<file path="config.mk">
export PLATFORM = sky130hd
export DESIGN_NAME = spi_command_decoder
export DESIGN_NICKNAME = d
export VERILOG_FILES = /design/src/rtl/spi_command_decoder.sv
export SDC_FILE = /design/constraint.sdc
export NUM_CORES = 1
export LEC_CHECK = 0
export BUFFER_PORTS_ARGS = -buffer_cell sky130_fd_sc_hd__buf_2
export CORE_ASPECT_RATIO = 0.9
export CORE_MARGIN = 2
export CORE_UTILIZATION = 30
export DETAILED_ROUTE_END_ITERATION = 6
export SETUP_SLACK_MARGIN = 0.05
export SYNTH_ARGS = -nofsm -noshare
export SYNTH_HDL_FRONTEND = slang
export SYNTH_SLANG_ARGS = --single-unit
</file>
<file path="constraint.sdc">
create_clock -name clock_in -period 1.9 [get_ports clock_in]
set_input_delay 0.095 -clock clock_in [delete_from_list [all_inputs] [get_ports clock_in]]
set_output_delay 0.095 -clock clock_in [all_outputs]
set_load 0.005 [all_outputs]
</file>
<file path="src/rtl/spi_command_decoder.sv">
// SPI mode-0 peripheral: deserialises host bytes into an opcode plus a stream of operand bytes,
// and returns a chip ID byte on MISO after the read-ID opcode.
module spi_command_decoder #(
    parameter logic [7:0] READ_ID_OPCODE = 8'hDB,
    parameter logic [7:0] CHIP_ID        = 8'h81
) (
    input  logic        clock_in,
    input  logic        reset_n_in,
    input  logic        spi_sck_in,
    input  logic        spi_cs_n_in,
    input  logic        spi_mosi_in,
    output logic        spi_miso_out,
    output logic [7:0]  op_code_out,
    output logic        op_code_valid_out,
    output logic [7:0]  operand_out,
    output logic        operand_valid_out,
    output logic [31:0] operand_count_out
);

    typedef enum logic {IDLE, ACTIVE} state_t;

    state_t      state, state_next;
    logic [2:0]  sck_sync;   // [0]=s1, [1]=s2, [2]=edge-detect delay
    logic [2:0]  cs_sync;
    logic [1:0]  mosi_sync;
    logic [2:0]  bit_cnt;
    logic [7:0]  shift_reg;
    logic [7:0]  miso_sr;
    logic        miso_loaded;

    logic sck_rise, sck_fall, cs_rise, cs_fall;
    logic start, stop, shift_en, miso_en;
    logic [7:0] byte_next;

    assign sck_rise  = sck_sync[1] & ~sck_sync[2];
    assign sck_fall  = ~sck_sync[1] & sck_sync[2];
    assign cs_rise   = cs_sync[1] & ~cs_sync[2];
    assign cs_fall   = ~cs_sync[1] & cs_sync[2];
    assign byte_next = {shift_reg[6:0], mosi_sync[1]};

    assign spi_miso_out = miso_sr[7];

    always_ff @(posedge clock_in or negedge reset_n_in) begin
        if (!reset_n_in) begin
            sck_sync  <= '0;
            cs_sync   <= '0;
            mosi_sync <= '0;
        end else begin
            sck_sync  <= {sck_sync[1:0], spi_sck_in};
            cs_sync   <= {cs_sync[1:0], spi_cs_n_in};
            mosi_sync <= {mosi_sync[0], spi_mosi_in};
        end
    end

    always_ff @(posedge clock_in or negedge reset_n_in) begin
        if (!reset_n_in) state <= IDLE;
        else             state <= state_next;
    end

    // A CS fall is only seen after CS was synchronised high, so a transaction already
    // in progress when reset releases is never picked up mid-way.
    always_comb begin
        state_next = state;
        start      = 1'b0;
        stop       = 1'b0;
        shift_en   = 1'b0;
        miso_en    = 1'b0;
        case (state)
            IDLE: begin
                if (cs_fall) begin
                    state_next = ACTIVE;
                    start      = 1'b1;
                end
            end
            ACTIVE: begin
                if (cs_rise) begin
                    state_next = IDLE;
                    stop       = 1'b1;
                end else begin
                    shift_en = sck_rise;
                    miso_en  = sck_fall & op_code_valid_out;
                end
            end
            default: state_next = IDLE;
        endcase
    end

    always_ff @(posedge clock_in or negedge reset_n_in) begin
        if (!reset_n_in) begin
            bit_cnt           <= '0;
            shift_reg         <= '0;
            miso_sr           <= '0;
            miso_loaded       <= 1'b0;
            op_code_out       <= '0;
            op_code_valid_out <= 1'b0;
            operand_out       <= '0;
            operand_valid_out <= 1'b0;
            operand_count_out <= '0;
        end else begin
            operand_valid_out <= 1'b0;
            if (start || stop) begin
                bit_cnt     <= '0;
                shift_reg   <= '0;
                miso_sr     <= '0;
                miso_loaded <= 1'b0;
            end
            if (stop) begin
                op_code_valid_out <= 1'b0;
                operand_count_out <= '0;
            end
            if (shift_en) begin
                shift_reg <= byte_next;
                bit_cnt   <= bit_cnt + 3'd1;
                if (bit_cnt == 3'd7) begin
                    if (!op_code_valid_out) begin
                        op_code_out       <= byte_next;
                        op_code_valid_out <= 1'b1;
                    end else begin
                        operand_out       <= byte_next;
                        operand_valid_out <= 1'b1;
                        if (operand_count_out != 32'hFFFF_FFFF)
                            operand_count_out <= operand_count_out + 32'd1;
                    end
                end
            end
            // First fall after the opcode loads the reply; later falls shift zeros in.
            if (miso_en) begin
                if (!miso_loaded) begin
                    miso_sr     <= (op_code_out == READ_ID_OPCODE) ? CHIP_ID : 8'h00;
                    miso_loaded <= 1'b1;
                end else begin
                    miso_sr <= {miso_sr[6:0], 1'b0};
                end
            end
        end
    end

endmodule

</file>
Yosys cells after proc, flatten, opt, wreduce, memory -nomap -nowiden
Index checks and enable logic that the tools add are counted.
{ "word_totals": {"input_bits": 5, "reg_bits": 78} }
{ "classes": {"add_sub_neg": 2, "n_reduce_logical": 5, "mux": 32, "n_eq_ne": 3, "bitwise": 11} }
{ "op_table": {"columns": ["op", "count"], "rows": [
  ["$mux 32", 5],
  ["$add 32x1->32 const B", 1],
  ["$mux 8", 4],
  ["$ne 32x32->1 const B", 1],
  ["$mux 1", 19],
  ["$eq 8x8->1 const B", 1],
  ["$mux 7", 1],
  ["$mux 3", 2],
  ["$not 1->1", 6],
  ["$reduce_and 3->1", 2],
  ["$and 1x1->1", 5],
  ["$reduce_bool 2->1", 2],
  ["$add 3x1->3 const B", 1],
  ["$eq 3x3->1 const B", 1],
  ["$pmux 1 s2", 1],
  ["$logic_or 1x1->1", 1]
]} }

Depth between registers and ports, before layout
{ "logic_depth": {"word_depth": 9, "mapped_depth": 9, "mapped_depth_nobuf": 8} }

Worst setup path after synthesis
Ideal clock, no wire load.
{ "synth_timing": {"path_type": "reg2reg", "startpoint": "register operand_count_out[0]", "endpoint": "register operand_count_out[19]", "path_stages_with_launch": 8, "setup_time_ps": 124, "required_ps": 1776, "arrival_ps": 1996, "slack_ps": -219, "n_path_buf": 1, "path_cell_list": "dfrtp_1 -> ha_1 -> nand4_1 -> nor4_4 -> a31oi_2 -> buf_2 -> and3_1 -> a211o_1"} }
{ "synth_via": {"elab_chain_cells": 5, "elab_cells_between_ends": 6, "classes_between": "add/sub (1); eq/ne (1); mux (4)"} }
{ "synth_rtl": {"columns": ["item", "line_no", "rtl"], "rows": [
  ["start, declared", "17", "output logic [31:0] operand_count_out"],
  ["start signal, assigned", "122", "operand_count_out <= operand_count_out + 32'd1;"],
  ["$add 32x1->32 / $ne 32x32->1 (equally long branches)", "122, 121", null],
  ["$mux 32 *", "121", "if (operand_count_out != 32'hFFFF_FFFF)"],
  ["$mux 32 *", "115", "if (!op_code_valid_out) begin"],
  ["$mux 32 *", "114", "if (bit_cnt == 3'd7) begin"],
  ["$mux 32 *", "111", "if (shift_en) begin"]
]} }
Every way passes the cells marked *; elsewhere a longest branch is shown, timed or not.
A chain may end at the register's enable or synchronous reset.

Worst setup path after layout
{ "layout_timing": {"startpoint": "register bit_cnt[0]", "endpoint": "register operand_count_out[31]"} }
{ "layout_via": {"elab_chain_cells": 3} }
{ "layout_rtl": {"columns": ["item", "line_no", "rtl"], "rows": [
  ["start, declared", "26", "logic [2:0] bit_cnt;"],
  ["start signal, assigned", "113", "bit_cnt <= bit_cnt + 3'd1;"],
  ["$eq 3x3->1", "114", null],
  ["$mux 32", "114", null],
  ["$mux 32", "111", null]
]} }
No other way between the ends.

==> impl_metrics.env <==
export IMPL_criticalPathCategory="flip-flop to flip-flop"
export IMPL_numPlacedInstances=596
export IMPL_violations_in_the_final_reports="setup timing"
export IMPL_synth_warnings=0
export IMPL_drc=0
export IMPL_post_synth_inst_count=323
export IMPL_slowest_stage="sky130_fd_sc_hd__dfrtp_1"
export IMPL_setup_viol=20
export IMPL_worst_clock_skew_ns=0.00851
export IMPL_unrepaired_setup_endpoints_after_global_routing="yes"
export IMPL_ctsHtreeMaxLevel=3
export IMPL_detail_route_vias_per_cell=5.07
export IMPL_number_of_antenna_violations_at_the_first_check_in_global_routing=0
export IMPL_firstDrtPassIters=4
export IMPL_post_place_ws_ns=-0.184
export IMPL_area_growth_syn_to_layout_pct=43.2
export IMPL_grtUsageTotal_pct=15.5
export IMPL_hold_violations=0
export IMPL_finalPower_mw=3.42
export IMPL_die_x_um=120
export IMPL_final_setup_worst_slack_ns=-0.108
export IMPL_min_delay_path_class="input pin to async pin"
export IMPL_syn_num_nets=331
export IMPL_slew_headroom_pct=64.7
export IMPL_crit_reg2reg_capture="operand_count_out[31]"
export IMPL_drt_wirelength_mm=9.68
export IMPL_globalRoute_totalOverflow=0
export IMPL_min_period_over_period_pct=106
export IMPL_io_buffer_count=55
export IMPL_yosysMostFrequentCell="sky130_fd_sc_hd__dfrtp_1"
export IMPL_clock_tree_buffer_depth=2
export IMPL_powerDensity_nw_per_um2=654
export IMPL_timing_fmax_mhz=498
export IMPL_layout_filler_cells=1151
export IMPL_critical_path_cell_chain="ha_2 > ha_4 > and2_4 > nand4_4 > a31oi_4 > buf_4 > mux2_2 > a21o_1"
export IMPL_critPathBufInv=1
export IMPL_place_congestion=0.802
export IMPL_critical_path_arrival_ns=2.23
export IMPL_dieHeight_um=109
export IMPL_mean_instance_size_in_the_synthesized_netlist_um2=11.3
export IMPL_slew_viol_final=0
export IMPL_grt_first_pass_wirelength_mm=15.9
export IMPL_ant_nets=0
export IMPL_outcome="finished with violations"
export IMPL_critical_path_max_fanout=5
export IMPL_num_vias=3181
export IMPL_worst_setup_path_end_kind="flip-flop"
export IMPL_crit_path_start="bit_cnt[0]"
export IMPL_postSynth_topFlopCell="sky130_fd_sc_hd__dfrtp_1"
export IMPL_cp_data_required_time_ns=2.13
export IMPL_cts_sink_count=78
export IMPL_final_hold_worst_slack_ns=0.283
export IMPL_detailedPlacementHpwl_mm=6.66
export IMPL_synth_largest_area_cell="sky130_fd_sc_hd__dfrtp_1"
export IMPL_final_cells=628
export IMPL_total_leakage_power_nw=2.65
export IMPL_ctsRootBufferMaster="sky130_fd_sc_hd__clkbuf_16"
export IMPL_rr_startpoint="bit_cnt[0]"
export IMPL_first_global_vias=3149
export IMPL_registers_top_by_ff_count="operand_count_out"
export IMPL_synth_top_area_share_pct=53.4
export IMPL_post_route_cells_drive_above_1_share_pct=44.0
export IMPL_clock_buffer_count_from_cts=9
export IMPL_core_um2=12000
export IMPL_edff_count_synth=0
export IMPL_synth_seq_cells=78
export IMPL_drtIter0Drc=176
export IMPL_layout_area_seq_um2=1960
export IMPL_synth_seq_area_share_pct=53.4
export IMPL_post_synth_instance_area_um2=3660
export IMPL_reg2reg_slack_ns=-0.11
export IMPL_worst_path_dominant_cell_family="compound AO/OA/AOI/OAI gates"
export IMPL_tritoncts="done"
export IMPL_post_drt_wl_per_cell_um=15.4
export IMPL_die_area_um2=13100
export IMPL_crit_path_max_incr_delay_ns=0.38
export IMPL_initial_utilization_pct=30.5
export IMPL_r2r_cells=8
export IMPL_largest_reg_flops=32
export IMPL_slew_at_the_pin_with_the_worst_max_slew_slack_ns=0.529
export IMPL_combined_area_of_the_multi_input_logic_cells_um2=1730
export IMPL_max_cap_violations=0
export IMPL_startpoint_type="flip-flop"
export IMPL_design_portCount=56
export IMPL_synth_distinct_cells=57
export IMPL_antenna_cells=0
export IMPL_synth_async_sr_flop_share_pct=100
export IMPL_fin_setup_tns_ns=-0.892
export IMPL_worst_skew_pair_late_latency_ns=0.34
export IMPL_ys_top_cells_by_area="sky130_fd_sc_hd__dfrtp_1, sky130_fd_sc_hd__mux2_2, sky130_fd_sc_hd__a22o_1, sky130_fd_sc_hd__nand3_1, sky130_fd_sc_hd__nand2_1"
export IMPL_vdd_ir_drop_max_uv=590
export IMPL_grt_max_degree=43
export IMPL_clk_pin_slew_worst_paths_ns=0.06
export IMPL_row_count=38
export IMPL_min_period_ns=2.01
export IMPL_netlist_top_cells_count="sky130_fd_sc_hd__dfrtp_1, sky130_fd_sc_hd__nand2_1, sky130_fd_sc_hd__nand3_1"
export IMPL_fin_nets=472
## logic make-up after synthesis
logic type	after synthesis	share of synthesized area (%)
AO/OA/AOI/OAI	65	14.1
XOR/XNOR	3	0.719
adder cells (fa/ha/maj)	3	1.03
buffers and inverters	22	3.15
flip-flops	78	53.4
multiplexers	23	6.91
AND/OR/NAND/NOR	129	20.8
## layout by cell type, fill, tap and decap left out, types with 4 or more instances in the layout
master / instances
sky130_fd_sc_hd__a21oi_1: 4
sky130_fd_sc_hd__a21o_1: 4
sky130_fd_sc_hd__nor2_1: 8
sky130_fd_sc_hd__a22o_1: 16
sky130_fd_sc_hd__nand2b_1: 6
sky130_fd_sc_hd__nand2_1: 25
sky130_fd_sc_hd__clkbuf_16: 11
sky130_fd_sc_hd__dlygate4sd3_1: 4
sky130_fd_sc_hd__buf_4: 71
sky130_fd_sc_hd__inv_1: 12
sky130_fd_sc_hd__dfrtp_1: 73
sky130_fd_sc_hd__dfrtp_2: 5
sky130_fd_sc_hd__nand3_1: 19
sky130_fd_sc_hd__nor3_1: 17
sky130_fd_sc_hd__and3_4: 4
sky130_fd_sc_hd__o21ai_0: 6
sky130_fd_sc_hd__and3_1: 6
sky130_fd_sc_hd__mux2i_1: 5
sky130_fd_sc_hd__mux2_2: 18
sky130_fd_sc_hd__buf_2: 54
sky130_fd_sc_hd__buf_12: 5
sky130_fd_sc_hd__o211ai_1: 4
sky130_fd_sc_hd__a211o_1: 10
sky130_fd_sc_hd__clkinv_2: 4
sky130_fd_sc_hd__nand4_1: 10
## worst max-delay path by stage
| stage | cells past startpoint | to |
|---|---|---|
| after detailed placement | 8 | operand_count_out[23] |
| final | 8 | operand_count_out[31] |
| after floorplan | 8 | operand_count_out[19] |
| after CTS | 9 | operand_count_out[7] |
| after global routing | 8 | operand_count_out[31] |
| after global placement | 8 | operand_count_out[23] |
## worst register-to-register path, delay by kind of cell, from the launching register on
family | cells | cell delay [ns]
flops | 1 | 0.38
buf+inv | 1 | 0.18
simple gates | 2 | 0.27
compound gates | 2 | 0.41
mux | 1 | 0.33
fa+ha+maj | 2 | 0.33
## cell type report
cell class | count | area share (%)
flip-flops and latches | 78 | 37.4
repair buffers | 140 | 19.9
inverters | 12 | 0.860
well taps | 160 | 3.82
clock buffers | 9 | 4.30
multi-input cells | 223 | 33.0
clock inverters | 6 | 0.717
## power breakdown
part	total, mW	switching [mW]	leakage, nW	internal, mW
combinational	0.166	0.0955	1.46	0.0707
sequential	1.71	0.0241	1.06	1.69
clock	1.55	0.672	0.135	0.873
## metal layers
layer | wire, µm | GRT usage [%]
met1 | 4590 | 20.9
met2 | 4480 | 24.9
met3 | 485 | 3.61
met4 | 126 | 5.15
met5 | 0 | 0
## through the flow
step                cell area (µm²)  utilization, %
global route                   5240            43.7
finish                         5240            43.7
CTS                            5130            42.9
detailed placement             4680            39.1
global placement               4680            39.1
floorplan                      3740               -
## timing repair
action                                 CTS  global route
buffers inserted                         7             4
gates resized for setup                 12            11
hold buffers                             4             0
setup endpoints to repair               31            47
pin swaps                                8             9
endpoints found under the hold margin   39             0
gates cloned                             1             1
(Power assumes the default switching activity.)
